## config.mk

```make
export PLATFORM = sky130hd
export DESIGN_NAME = hyperbus_tf_splitter
export DESIGN_NICKNAME = d
export VERILOG_FILES = /design/src/rtl/hyperbus_pkg.sv /design/src/rtl/hyperbus_chunk_calc.sv /design/src/rtl/hyperbus_tf_splitter.sv
export SDC_FILE = /design/constraint.sdc
export NUM_CORES = 1
export LEC_CHECK = 0
export CORE_AREA = 2 2 143 145
export DETAILED_ROUTE_END_ITERATION = 16
export DIE_AREA = 0 0 145 147
export GPL_ROUTABILITY_DRIVEN = 0
export MAX_ROUTING_LAYER = met4
export PLACE_DENSITY = 0.77
export SLEW_MARGIN = 20
export SYNTH_ARGS = -nofsm -noshare
export SYNTH_HDL_FRONTEND = slang
export SYNTH_SLANG_ARGS = --single-unit
```

## constraint.sdc

```tcl
create_clock -name clk_i -period 18.6 [get_ports clk_i]
set_input_delay 1.86 -clock clk_i [delete_from_list [all_inputs] [get_ports clk_i]]
set_output_delay 1.86 -clock clk_i [all_outputs]
set_load 0.05 [all_outputs]
```

## src/rtl/hyperbus_pkg.sv

```systemverilog
// Shared HyperBus types: configuration, transfer descriptor, splitter state
// and the chip-size helper used by the transfer splitter.
package hyperbus_pkg;

  localparam int unsigned HyperBurstWidth = 16;

  typedef struct packed {
    logic [3:0]  t_latency_access;
    logic        en_latency_additional;
    logic [15:0] t_burst_max;
    logic [3:0]  t_read_write_recovery;
    logic [4:0]  address_mask_msb;
  } hyper_cfg_t;

  typedef struct packed {
    logic                       write;
    logic                       address_space;
    logic                       burst_type;
    logic [31:0]                address;
    logic [HyperBurstWidth-1:0] burst;
  } hyper_tf_t;

  typedef enum logic {
    SplitIdle = 1'b0,
    SplitEmit = 1'b1
  } hyper_split_state_t;

  // Bytes per chip; 33 bits so that msb=31 yields 2^32 without overflow.
  function automatic logic [32:0] hyper_chip_bytes(input logic [4:0] msb);
    return 33'd1 << ({1'b0, msb} + 6'd1);
  endfunction

endpackage

```

## src/rtl/hyperbus_chunk_calc.sv

```systemverilog
// Combinational chunk sizing: min(remaining, burst limit, words to chip end)
// plus one-hot chip select decoded from the current address.
module hyperbus_chunk_calc
  import hyperbus_pkg::*;
#(
  parameter int unsigned NumChips  = 2,
  parameter int unsigned BlenWidth = HyperBurstWidth
) (
  input  logic [31:0]          addr_i,
  input  logic [BlenWidth-1:0] rem_i,
  input  logic [15:0]          burst_max_i,
  input  logic [4:0]           msb_i,
  input  logic                 burst_type_i,
  output logic [BlenWidth-1:0] chunk_o,
  output logic [NumChips-1:0]  cs_o,
  output logic                 last_o
);

  logic [32:0]          chip_bytes_s;
  logic [32:0]          offset_s;
  logic [32:0]          bnd_full_s;
  logic [32:0]          chip_idx_s;
  logic [BlenWidth-1:0] bnd_s;
  logic [BlenWidth-1:0] max_s;
  logic [BlenWidth-1:0] lim_s;

  always_comb begin
    chip_bytes_s = hyper_chip_bytes(msb_i);
    // Bit 0 is masked so the distance to the chip end is always >= one word.
    offset_s     = {1'b0, addr_i & 32'hFFFF_FFFE} & (chip_bytes_s - 33'd1);
    bnd_full_s   = (chip_bytes_s - offset_s) >> 1;
    if (|(bnd_full_s >> BlenWidth)) begin
      bnd_s = '1;
    end else begin
      bnd_s = bnd_full_s[BlenWidth-1:0];
    end
    if (burst_max_i == 16'd0) begin
      max_s = '1;
    end else begin
      max_s = BlenWidth'(burst_max_i);
    end
    lim_s = (bnd_s < max_s) ? bnd_s : max_s;
    if (burst_type_i) begin
      chunk_o = (rem_i < lim_s) ? rem_i : lim_s;
    end else begin
      chunk_o = rem_i;
    end
    last_o     = (chunk_o == rem_i);
    chip_idx_s = ({1'b0, addr_i} >> ({1'b0, msb_i} + 6'd1)) & 33'(NumChips - 1);
    cs_o       = '0;
    for (int unsigned i = 0; i < NumChips; i++) begin
      cs_o[i] = (chip_idx_s == 33'(i));
    end
  end

endmodule

```

## src/rtl/hyperbus_tf_splitter.sv

```systemverilog
// Splits one HyperBus transfer into chunks bounded by t_burst_max and chip
// boundaries, each tagged with a one-hot chip select and a last flag.
module hyperbus_tf_splitter
  import hyperbus_pkg::*;
#(
  parameter int unsigned NumChips  = 2,
  parameter int unsigned BlenWidth = HyperBurstWidth
) (
  input  logic                clk_i,
  input  logic                rst_ni,
  input  hyper_cfg_t          cfg_i,
  input  hyper_tf_t           tf_i,
  input  logic                tf_valid_i,
  output logic                tf_ready_o,
  output hyper_tf_t           tf_o,
  output logic [NumChips-1:0] cs_o,
  output logic                last_o,
  output logic                tf_valid_o,
  input  logic                tf_ready_i
);

  hyper_split_state_t   state_q, state_d;
  logic                 write_q, write_d;
  logic                 aspace_q, aspace_d;
  logic                 btype_q, btype_d;
  logic [31:0]          addr_q, addr_d;
  logic [BlenWidth-1:0] rem_q, rem_d;
  logic [15:0]          tbm_q, tbm_d;
  logic [4:0]           msb_q, msb_d;

  logic [BlenWidth-1:0] chunk_s;
  logic [NumChips-1:0]  cs_s;
  logic                 last_s;
  logic                 unused_cfg_s;

  assign unused_cfg_s = ^{cfg_i.t_latency_access, cfg_i.en_latency_additional,
                          cfg_i.t_read_write_recovery};

  hyperbus_chunk_calc #(
    .NumChips  (NumChips),
    .BlenWidth (BlenWidth)
  ) i_chunk_calc (
    .addr_i       (addr_q),
    .rem_i        (rem_q),
    .burst_max_i  (tbm_q),
    .msb_i        (msb_q),
    .burst_type_i (btype_q),
    .chunk_o      (chunk_s),
    .cs_o         (cs_s),
    .last_o       (last_s)
  );

  always_comb begin
    state_d    = state_q;
    write_d    = write_q;
    aspace_d   = aspace_q;
    btype_d    = btype_q;
    addr_d     = addr_q;
    rem_d      = rem_q;
    tbm_d      = tbm_q;
    msb_d      = msb_q;
    tf_ready_o = 1'b0;
    tf_valid_o = 1'b0;
    tf_o       = '0;
    cs_o       = '0;
    last_o     = 1'b0;
    case (state_q)
      SplitIdle: begin
        tf_ready_o = 1'b1;
        // Zero-length transfers are consumed without producing a chunk.
        if (tf_valid_i && (tf_i.burst != '0)) begin
          write_d  = tf_i.write;
          aspace_d = tf_i.address_space;
          btype_d  = tf_i.burst_type;
          addr_d   = tf_i.address;
          rem_d    = BlenWidth'(tf_i.burst);
          tbm_d    = cfg_i.t_burst_max;
          msb_d    = cfg_i.address_mask_msb;
          state_d  = SplitEmit;
        end else begin
          state_d = SplitIdle;
        end
      end
      SplitEmit: begin
        tf_valid_o           = 1'b1;
        tf_o.write           = write_q;
        tf_o.address_space   = aspace_q;
        tf_o.burst_type      = btype_q;
        tf_o.address         = addr_q;
        tf_o.burst           = HyperBurstWidth'(chunk_s);
        cs_o                 = cs_s;
        last_o               = last_s;
        if (tf_ready_i) begin
          rem_d  = rem_q - chunk_s;
          addr_d = addr_q + (32'(chunk_s) << 1);
          if (last_s) begin
            state_d = SplitIdle;
          end else begin
            state_d = SplitEmit;
          end
        end else begin
          state_d = SplitEmit;
        end
      end
      default: begin
        state_d = SplitIdle;
      end
    endcase
  end

  always_ff @(posedge clk_i or negedge rst_ni) begin
    if (!rst_ni) begin
      state_q  <= SplitIdle;
      write_q  <= 1'b0;
      aspace_q <= 1'b0;
      btype_q  <= 1'b0;
      addr_q   <= 32'd0;
      rem_q    <= '0;
      tbm_q    <= 16'd0;
      msb_q    <= 5'd0;
    end else begin
      state_q  <= state_d;
      write_q  <= write_d;
      aspace_q <= aspace_d;
      btype_q  <= btype_d;
      addr_q   <= addr_d;
      rem_q    <= rem_d;
      tbm_q    <= tbm_d;
      msb_q    <= msb_d;
    end
  end

endmodule

```

---- After elaboration in Yosys (flattened, before gate mapping) ----
Cells that the tools add are included.
Widths: inputs -> output; s select.
storage, ports and cells
  register bits after elaboration ......... 73
  input bits .............................. 85
  output and inout bits ................... 56
  word-level logic and storage cells ...... 49
operators by class
  add/sub/neg operators ................... 5
  magnitude comparators ................... 2
  equal/unequal tests ..................... 3
  shifts and indexed selects .............. 2
  multiplexer cells ....................... 20
  bitwise logic cells ..................... 2
  reduce and logical (&&, ||, !) cells .... 7
operator list
  kind                   count
  $mux 16                7
  $mux 32                2
  $pmux 32 s2            1
  $mux 51                1
  $and 32x33->33         1
  $logic_not 33->1       1
  $shl 1x6->33 const A   1
  $sub 33x1->33 const B  1
  $sub 33x33->33         1
  $add 32x17->32         1
  $lt 16x16->1           2
  $pmux 16 s2            1
  $shr 32x6->1           1
  $eq 16x16->1           1
  $logic_not 16->1       1
  $reduce_bool 16->1     1
  $reduce_or 16->1       1
  $sub 16x16->16         1
  $add 5x1->6 const B    1
  $mux 1                 6
  $ne 2x2->1 const B     2
  $reduce_and 2->1       2
  $mux 2                 1
  $pmux 1 s2             1
  2 further kinds        2

---- Depth between registers and ports, before layout ----
  depth after elaboration ................. 16
  mapped depth ............................ 72
  gate-level depth less buffers ........... 62

---- By module ----
A second synthesis with hierarchy kept.
second synthesis, totals
  cell total of the unflattened synthesis .. 1,397
  area, all modules ....................... 10,349.9 um2
modules (own cells, without submodules)
  module                times used  cells an instance  area each (um2)  sequential area each (um2)
  hyperbus_tf_splitter  1           677                5,479.0          1,826.8
  hyperbus_chunk_calc   1           720                4,870.9          0.0

---- Worst setup path after synthesis ----
Ideal clock, no wire load.
  kind .................................... reg2reg
  start point ............................. register msb_q[3]
  end point ............................... register addr_q[30]
  setup time .............................. 0.070 ns
  arrival ................................. 12.854 ns
  setup slack ............................. 5.676 ns
  stages on the path, launching flop included .. 71
  clock period less this slack ............ 12.924 ns
  path through ............................ dfrtp_1 -> buf_2 -> or3_1 -> buf_2 -> nor2_1 -> inv_1 -> ha_1 -> clkbuf_1 -> clkbuf_1 -> clkbuf_1 -> inv_1 -> nor4_1 -> a21oi_1 -> o21ai_0 -> nand2_1 -> ha_1 -> clkbuf_1 -> nand2_1 -> (+35 left out) -> buf_6 -> mux2i_1 -> inv_1 -> ha_1 -> nand3_1 -> a21boi_0 -> o21ai_0 -> a21boi_0 -> o21ai_0 -> a21boi_0 -> o21ai_0 -> a21boi_0 -> o211ai_1 -> a21boi_0 -> o2111a_1 -> nand2_1 -> or4_1 -> nand3_1
on the way
  longest elaborated chain between the ends .. 15
RTL lines
  item                    line                         RTL
  from (decl)             hyperbus_tf_splitter.sv:29   logic [4:0] msb_q, msb_d;
  from (signal assigned)  hyperbus_tf_splitter.sv:129  msb_q <= msb_d;
  $add 5x1->6 *           hyperbus_pkg.sv:30           return 33'd1 << ({1'b0, msb} + 6'd1);
  $shl 1x6->33 *          hyperbus_pkg.sv:30
  $sub 33x1->33           hyperbus_chunk_calc.sv:30    offset_s = {1'b0, addr_i & 32'hFFFF_FFFE} & (chip_bytes_s - 33'd1);
  $and 32x33->33          hyperbus_chunk_calc.sv:30
  $sub 33x33->33 *        hyperbus_chunk_calc.sv:31    bnd_full_s = (chip_bytes_s - offset_s) >> 1;
  $reduce_or 16->1        hyperbus_chunk_calc.sv:32    if (|(bnd_full_s >> BlenWidth)) begin
  $mux 16 *               hyperbus_chunk_calc.sv:32
  $lt 16x16->1            hyperbus_chunk_calc.sv:42    lim_s = (bnd_s < max_s) ? bnd_s : max_s;
  $mux 16 *               hyperbus_chunk_calc.sv:42
  $lt 16x16->1            hyperbus_chunk_calc.sv:44    chunk_o = (rem_i < lim_s) ? rem_i : lim_s;
  $mux 16 *               hyperbus_chunk_calc.sv:44
  $mux 16 *               hyperbus_chunk_calc.sv:43    if (burst_type_i) begin
  $add 32x17->32 *        hyperbus_tf_splitter.sv:95   addr_d = addr_q + (32'(chunk_s) << 1);
  $mux 32 *               hyperbus_tf_splitter.sv:93   if (tf_ready_i) begin
  $pmux 32 s2 *           hyperbus_tf_splitter.sv:67   case (state_q)
  to (signal assigned)    hyperbus_tf_splitter.sv:126  addr_q <= addr_d;
  to (decl)               hyperbus_tf_splitter.sv:26   logic [31:0] addr_q, addr_d;
Mark *: on every way between the ends. The rest lies on a longest branch, timed or not. The select of a mux whose other input is x is not followed.
A chain may end at the register's enable or synchronous reset.

---- Worst setup path in the final report ----
  start point ............................. register msb_q[2]
  end point ............................... output port last_o
on the way
  longest elaborated chain between the ends .. 14
RTL lines
  item              line                        RTL
  $add 5x1->6 *     hyperbus_pkg.sv:30
  $shl 1x6->33 *    hyperbus_pkg.sv:30
  $sub 33x1->33     hyperbus_chunk_calc.sv:30
  $and 32x33->33    hyperbus_chunk_calc.sv:30
  $sub 33x33->33 *  hyperbus_chunk_calc.sv:31
  $reduce_or 16->1  hyperbus_chunk_calc.sv:32
  $mux 16 *         hyperbus_chunk_calc.sv:32
  $lt 16x16->1      hyperbus_chunk_calc.sv:42
  $mux 16 *         hyperbus_chunk_calc.sv:42
  $lt 16x16->1      hyperbus_chunk_calc.sv:44
  $mux 16 *         hyperbus_chunk_calc.sv:44
  $mux 16 *         hyperbus_chunk_calc.sv:43
  $eq 16x16->1 *    hyperbus_chunk_calc.sv:48   last_o = (chunk_o == rem_i);
  $mux 1 *          hyperbus_tf_splitter.sv:67
  to (decl)         hyperbus_tf_splitter.sv:17  output logic last_o,
Mark *: on every way between the ends. The rest lies on a longest branch, timed or not.

==> metrics.yaml <==
die-area_sq_um: 21300
drt-total-wl_mm: 33.1
dp_slack_ns: 3.25
synth_area_leaders: "dfrtp_1 (19%), ha_1 (9.0%), nand2_1 (5.7%)"
yosysMostFrequentCell: "nand2_1"
finalSetupTns_ns: 0
track_usage_pct: 31.3
num_vias: 10762
status: "completed"
cts_tree: "yes"
grt_pass1_wl_mm: 52.5
rows: 52
finalSetupViolCount: 0
clkTransAtPathRegs_ns: 0.07
final_cells: 1676
synth_sequential_area_ratio_pct: 18.8
netlist_area_sq_um: 9730
die_w_um: 145
ys_ff_latch: 73
yosysTopAreaCell: "dfrtp_1"
critPathCaptureType: "output port"
clock_latency_ns: 0.35
area_growth_pct: 17.9
drtPass1Iterations: 7
fmax_mhz: 61.7
synth_common_cells: "nand2_1 (149), nor2_1 (129), a21oi_1 (106)"
min_period_ns: 16.21
die_y_um: 147
grt_overflow: 0
postRouteAntennaNets: 0
syn-num-nets: 1488
crit_fanout: 43
yosysUniqueCellTypes: 88
crit_buf_inv: 7
drt-initial-drc-count: 1326
maxCapViolCount: 0
initial_utilization_pct: 49.0
vias_per_cell: 6.42
grt_max_degree: 75
async_flop_share_pct: 100
nets: 1558
drive_gt1_share_pct: 5.05
cts.sinks: 73
hold_buffers: 0
remaining_drc_errors: 0
synthFlopType: "dfrtp_1"
cpMaxStageDelayCell: "a21o_1"
multiInputGateArea_sq_um: 7270
drv_slew: 0
cts-root-buf: "clkbuf_16"
finalClockSkew_ns: 0.0143
maxSlewHeadroom_pct: 33.7
htreeDepth: 3
yosys_warnings: 0
synth_top_area_share_pct: 18.8
fin_ws_ns: 2.39
antenna_found_initial: 0
worst_pin_slew_ns: 0.994
critical_path_class: "reg2out"
fillers: 1805
core_area_sq_um: 19800
pin_count: 141
hp-class: "reg2reg"
finalCritPeriodShare_pct: 87.2
rsz0062_at_grt: "no"
syn_inst: 1331
num_antenna_cells: 0
finalHoldViolCount: 0
cts_setup_buffers: 0
synth_edf_count: 0
port_buffers: 131
cp-start-kind: "flip-flop"
crit_required_ns: 16.74
cts_resized: 0
dp_hpwl_mm: 24.4
cts_buffer_depth: 2
cp_top_family: "compound AO/OA/AOI/OAI gates"
arrival_ns: 14.35
slowest_delay_ns: 0.80
avgRoutedWirePerCell_um: 19.8
first_global_vias: 9929
avgSynthCellArea_sq_um: 7.31
cts_made_buffers: 9
regArea_sq_um: 1830
whs_ns: 0.477
place_inst: 1660
==> routing by layer <==
layer	global-route usage, %	routed length (um)	up-vias
met1	42.2	13800	5103
met5	-	0	-
met3	4.72	3150	88
li1	-	-	4974
met4	10.9	1040	0
met2	48.3	15100	597
==> layout make-up <==
cell class | count | area share [%]
multi-input combinational | 1096 | 63.4
sequential | 73 | 15.9
timing repair buffer | 145 | 12.3
tap | 270 | 2.95
inverter | 76 | 2.49
clock buffer | 10 | 2.08
clock inverter | 6 | 0.786
==> tightest hold or removal path, stage by stage, from the launching register on <==
cell	delay, ns
dfrtp_1	0.35
nand2_1	0.05
nand2_1	0.05
==> logic make-up after synthesis <==
logic type,count (synthesis),share of synthesized area [%]
and+or+nand+nor,541,27.7
xor gates and xnor gates,36,3.24
other,1,0.0386
buffers and inverters,162,6.66
AOI/OAI and AO/OA,379,26.0
DFF,73,18.8
adders and majority gates,72,9.42
muxes,67,8.09
==> state kept, by name (all words and copies together) (netlist names) <==
name / count
tbm_q: 16
rem_q: 16
state_q: 1
msb_q: 5
aspace_q: 1
write_q: 1
btype_q: 1
addr_q: 32
==> worst paths after layout <==
| check | from | endpoint | slack (ns) | depth (start not counted) |
|---|---|---|---|---|
| setup / recovery | msb_q[2] | last_o | 2.39 | 52 |
| hold / removal | aspace_q | aspace_q | 0.48 | 2 |
| setup reg to reg | msb_q[2] | addr_q[30] | 2.70 | 63 |
| hold reg to reg | aspace_q | aspace_q | 0.48 | 2 |
| max in group asynchronous | rst_ni | state_q | 16.12 | 2 |
| min in group asynchronous | rst_ni | msb_q[1] | 1.30 | 1 |
==> cell usage in the layout, fill, tap and decap left out, drive strengths merged, types with 6 or more instances in the layout <==
cell             n
nand2          149
clkdlybuf4s50  130
nor2           129
a21oi          106
o21ai           78
inv             76
dfrtp           73
ha              70
mux2i           55
and2            40
nand3           35
nor2b           35
nor3            31
xnor2           29
a211oi          25
nand4           24
a21o            23
nand2b          18
buf             15
o21a            14
nor4            14
o211ai          14
o22ai           10
a31oi           10
clkbuf          10
or2             10
or3              9
and3             9
nand3b           9
mux4             9
o21bai           8
a21boi           8
or4              8
xor2             7
o211a            6
a2111oi          6
==> per-stage QoR <==
step | cell area [sq um] | util [%]
after detailed placement | 11100 | 56.1
final | 11500 | 57.8
after floorplan | 9730 | -
after global placement | 11100 | 56.1
after CTS | 11500 | 57.8
after global routing | 11500 | 57.8
Power is left out: the tool's default activity adds up to more than one toggle a clock period on the data nets, which glitch-free logic cannot reach.
==> RTL change 1 (config.mk and constraints unchanged) <==
`NumChips` is set to 2 in 2 places; all go to 1.
--- a/src/rtl/hyperbus_chunk_calc.sv
+++ b/src/rtl/hyperbus_chunk_calc.sv
@@ -4,5 +4,5 @@
   import hyperbus_pkg::*;
 #(
-  parameter int unsigned NumChips  = 2,
+  parameter int unsigned NumChips  = 1,
   parameter int unsigned BlenWidth = HyperBurstWidth
 ) (
--- a/src/rtl/hyperbus_tf_splitter.sv
+++ b/src/rtl/hyperbus_tf_splitter.sv
@@ -4,5 +4,5 @@
   import hyperbus_pkg::*;
 #(
-  parameter int unsigned NumChips  = 2,
+  parameter int unsigned NumChips  = 1,
   parameter int unsigned BlenWidth = HyperBurstWidth
 ) (
Ports: changed (resized cs_o); port bits go from 141 to 140. No check against the original RTL was run, so the function may have changed too.
==> RTL change 1 against the unedited design <==
Sequential cell count did not move. Final area decreased by 2.9%. Die area is the same. Utilization decreased by 1.7 points. Critical path depth fell by 1. Setup slack gained 0.47 ns. Maximum frequency increased by 3.0%. First-iteration DRC count decreased by 17%. Via count is 5.7% lower. Synthesized area fell by 2.4%. Sequential share of layout area up 0.47 points. Wire length fell by 8.2%. Critical endpoint unchanged.
==> RTL change 1: results (changes against the unedited design) <==
| Metric | Value |
|---|---|
| Worst Clk Skew | `0.009852 ns (-0.004428 ns)` |
| Most instantiated cells after synthesis | `nand2_1, a21oi_1, nor2_1, dfrtp_1, o21ai_0` |
| Gr usage total | `0.2875 (-0.02589)` |
| Slew @ Worst Pin | `1.010 ns (+0.01636 ns)` |
| CTS buffer count | `9 (unchanged)` |
| Root Driver | `clkbuf_16` |
| Clk Latency, worst-skew pair | `0.35 ns (about the same)` |
| CP Max Fanout | `36 (-16%)` |
| Async S/R FF share, synth | `1.000 (unchanged)` |
| Leak | `4.826 nW` |
| Drt pass-1 iters | `5 (-2)` |
| Final hold vios | `0 (unchanged)` |
| Nets | `1,506 (-3.3%)` |
| Slowest-stage cell, CP | `clkdlybuf4s50_1` |
| Post-CTS setup buffer count | `0 (unchanged)` |
| Slowest Stage Delay on Critical Path | `0.81 ns` |
| Routed wire per std cell | `18.72 um (-5.3%)` |
| Min-Delay Path Class | `register to register` |
| Clk buf depth | `2 (unchanged)` |
| # H-tree levels | `3 (unchanged)` |
| Port buffer count | `130 (-0.76%)` |
| Initial drt markers | `1,103 (-17%)` |
| Layout cells sized above 1 | `0.09158 (+0.04108)` |
| Post-DP HPWL | `22.82 mm (-6.6%)` |
| Peak VDD IR | `160.2 uV` |
| Synth warnings | `0 (unchanged)` |
| Ys flop type | `dfrtp_1` |
| Sequential element share of the synthesized area | `0.1925 (+0.004705)` |
| Pin count of the biggest net entering global routing | `75 (unchanged)` |
| Outcome | `finished, final reports clean` |
| Biggest regs | `addr_q (32), rem_q (16), tbm_q (16)` |
| Syn Nets | `1,432 (-3.8%)` |
| First-pass GRT wire length | `48.61 mm (-7.5%)` |
| Yosys cell types | `100 (+14%)` |
| WP data arrival | `13.88 ns (-0.47 ns)` |
| Largest delay share family, worst path | `simple AND/OR/NAND/NOR gates` |
| Via/cell ratio | `6.249 (-2.7%)` |
| Inserted Diodes | `0 (unchanged)` |
| Worst-path clk slew | `0.07 ns (about the same)` |
| Initial antenna violation count | `0 (unchanged)` |
| Number of global-route vias before repair | `9,451 (-4.8%)` |
| Post-DP Area | `10,830 um2 (-2.8%)` |
| Main area contributors after synthesis | `dfrtp_1, ha_1, nand2_1` |
| Resized cells post-CTS | `0 (unchanged)` |
-- RTL change 1: changes by cell type after synthesis, sizes merged, moves of 13 or more --
cell and delta:
mux2i -28, nand2 +17, clkbuf -13, o22ai +15, nor2 -33, or2 +13, inv -26
-- RTL change 1: worst paths after layout --
path	slack [ns]	to	start	cells after the start
max	2.86	last_o	msb_q[0]	51
max in group asynchronous	16.21	state_q	rst_ni	1
min reg2reg	0.48	aspace_q	aspace_q	2
min in group asynchronous	1.67	rem_q[5]	rst_ni	1
min	0.48	aspace_q	aspace_q	2
max reg2reg	3.40	addr_q[31]	msb_q[0]	60
-- RTL change 1: layout make-up --
| cell class | count | area (um2) |
|---|---|---|
| clock buffers | 10 | 239.0 |
| clock inverters | 6 | 72.57 |
| fillers | 1845 | 8703 |
| inverters | 48 | 180.2 |
| multi-input cells | 1075 | 7094 |
| flip-flops and latches | 73 | 1828 |
| well taps | 270 | 337.8 |
| repair buffers | 142 | 1389 |
-- RTL change 1: tightest hold or removal path, cell delays in order (launching register included) --
cell and delay (ns):
dfrtp_1 0.34, nand2_1 0.05, nand2_1 0.06
-- RTL change 1: logic make-up after synthesis --
logic type,after synthesis,share of synthesized area
mux,30,0.03283
other cells,1,0.0003952
flops,73,0.1925
buf+inv,127,0.06237
compound gates,391,0.2838
xor+xnor,42,0.03877
fa+ha+maj,72,0.09652
simple gates,539,0.2929
-- RTL change 1: metrics by stage --
stage	worst slack, ns	total power, W	std cells
after detailed placement	3.650	0.001575	1608
after floorplan	5.597	0.001256	1275
after global placement	3.759	0.001550	1608
final	2.855	0.001799	1624
after CTS	3.184	0.001779	1624
after global routing	2.105	0.001934	1624
-- RTL change 1: power by group --
group / internal, W / switching, W / total [W]
Sequential: 0.000210 / 0.0000923 / 0.000303
Clock: 0.000109 / 0.0000806 / 0.000190
Combinational: 0.000528 / 0.000778 / 0.00131
-- RTL change 1: metal layers --
metal | GRT usage | vias to the layer above | share of wire
met2 | 0.4417 | 535 | 0.45
met4 | 0.1178 | 0 | 0.035
met3 | 0.04876 | 78 | 0.089
met1 | 0.3772 | 4741 | 0.42
met5 | - | - | 0
li1 | - | 4794 | -
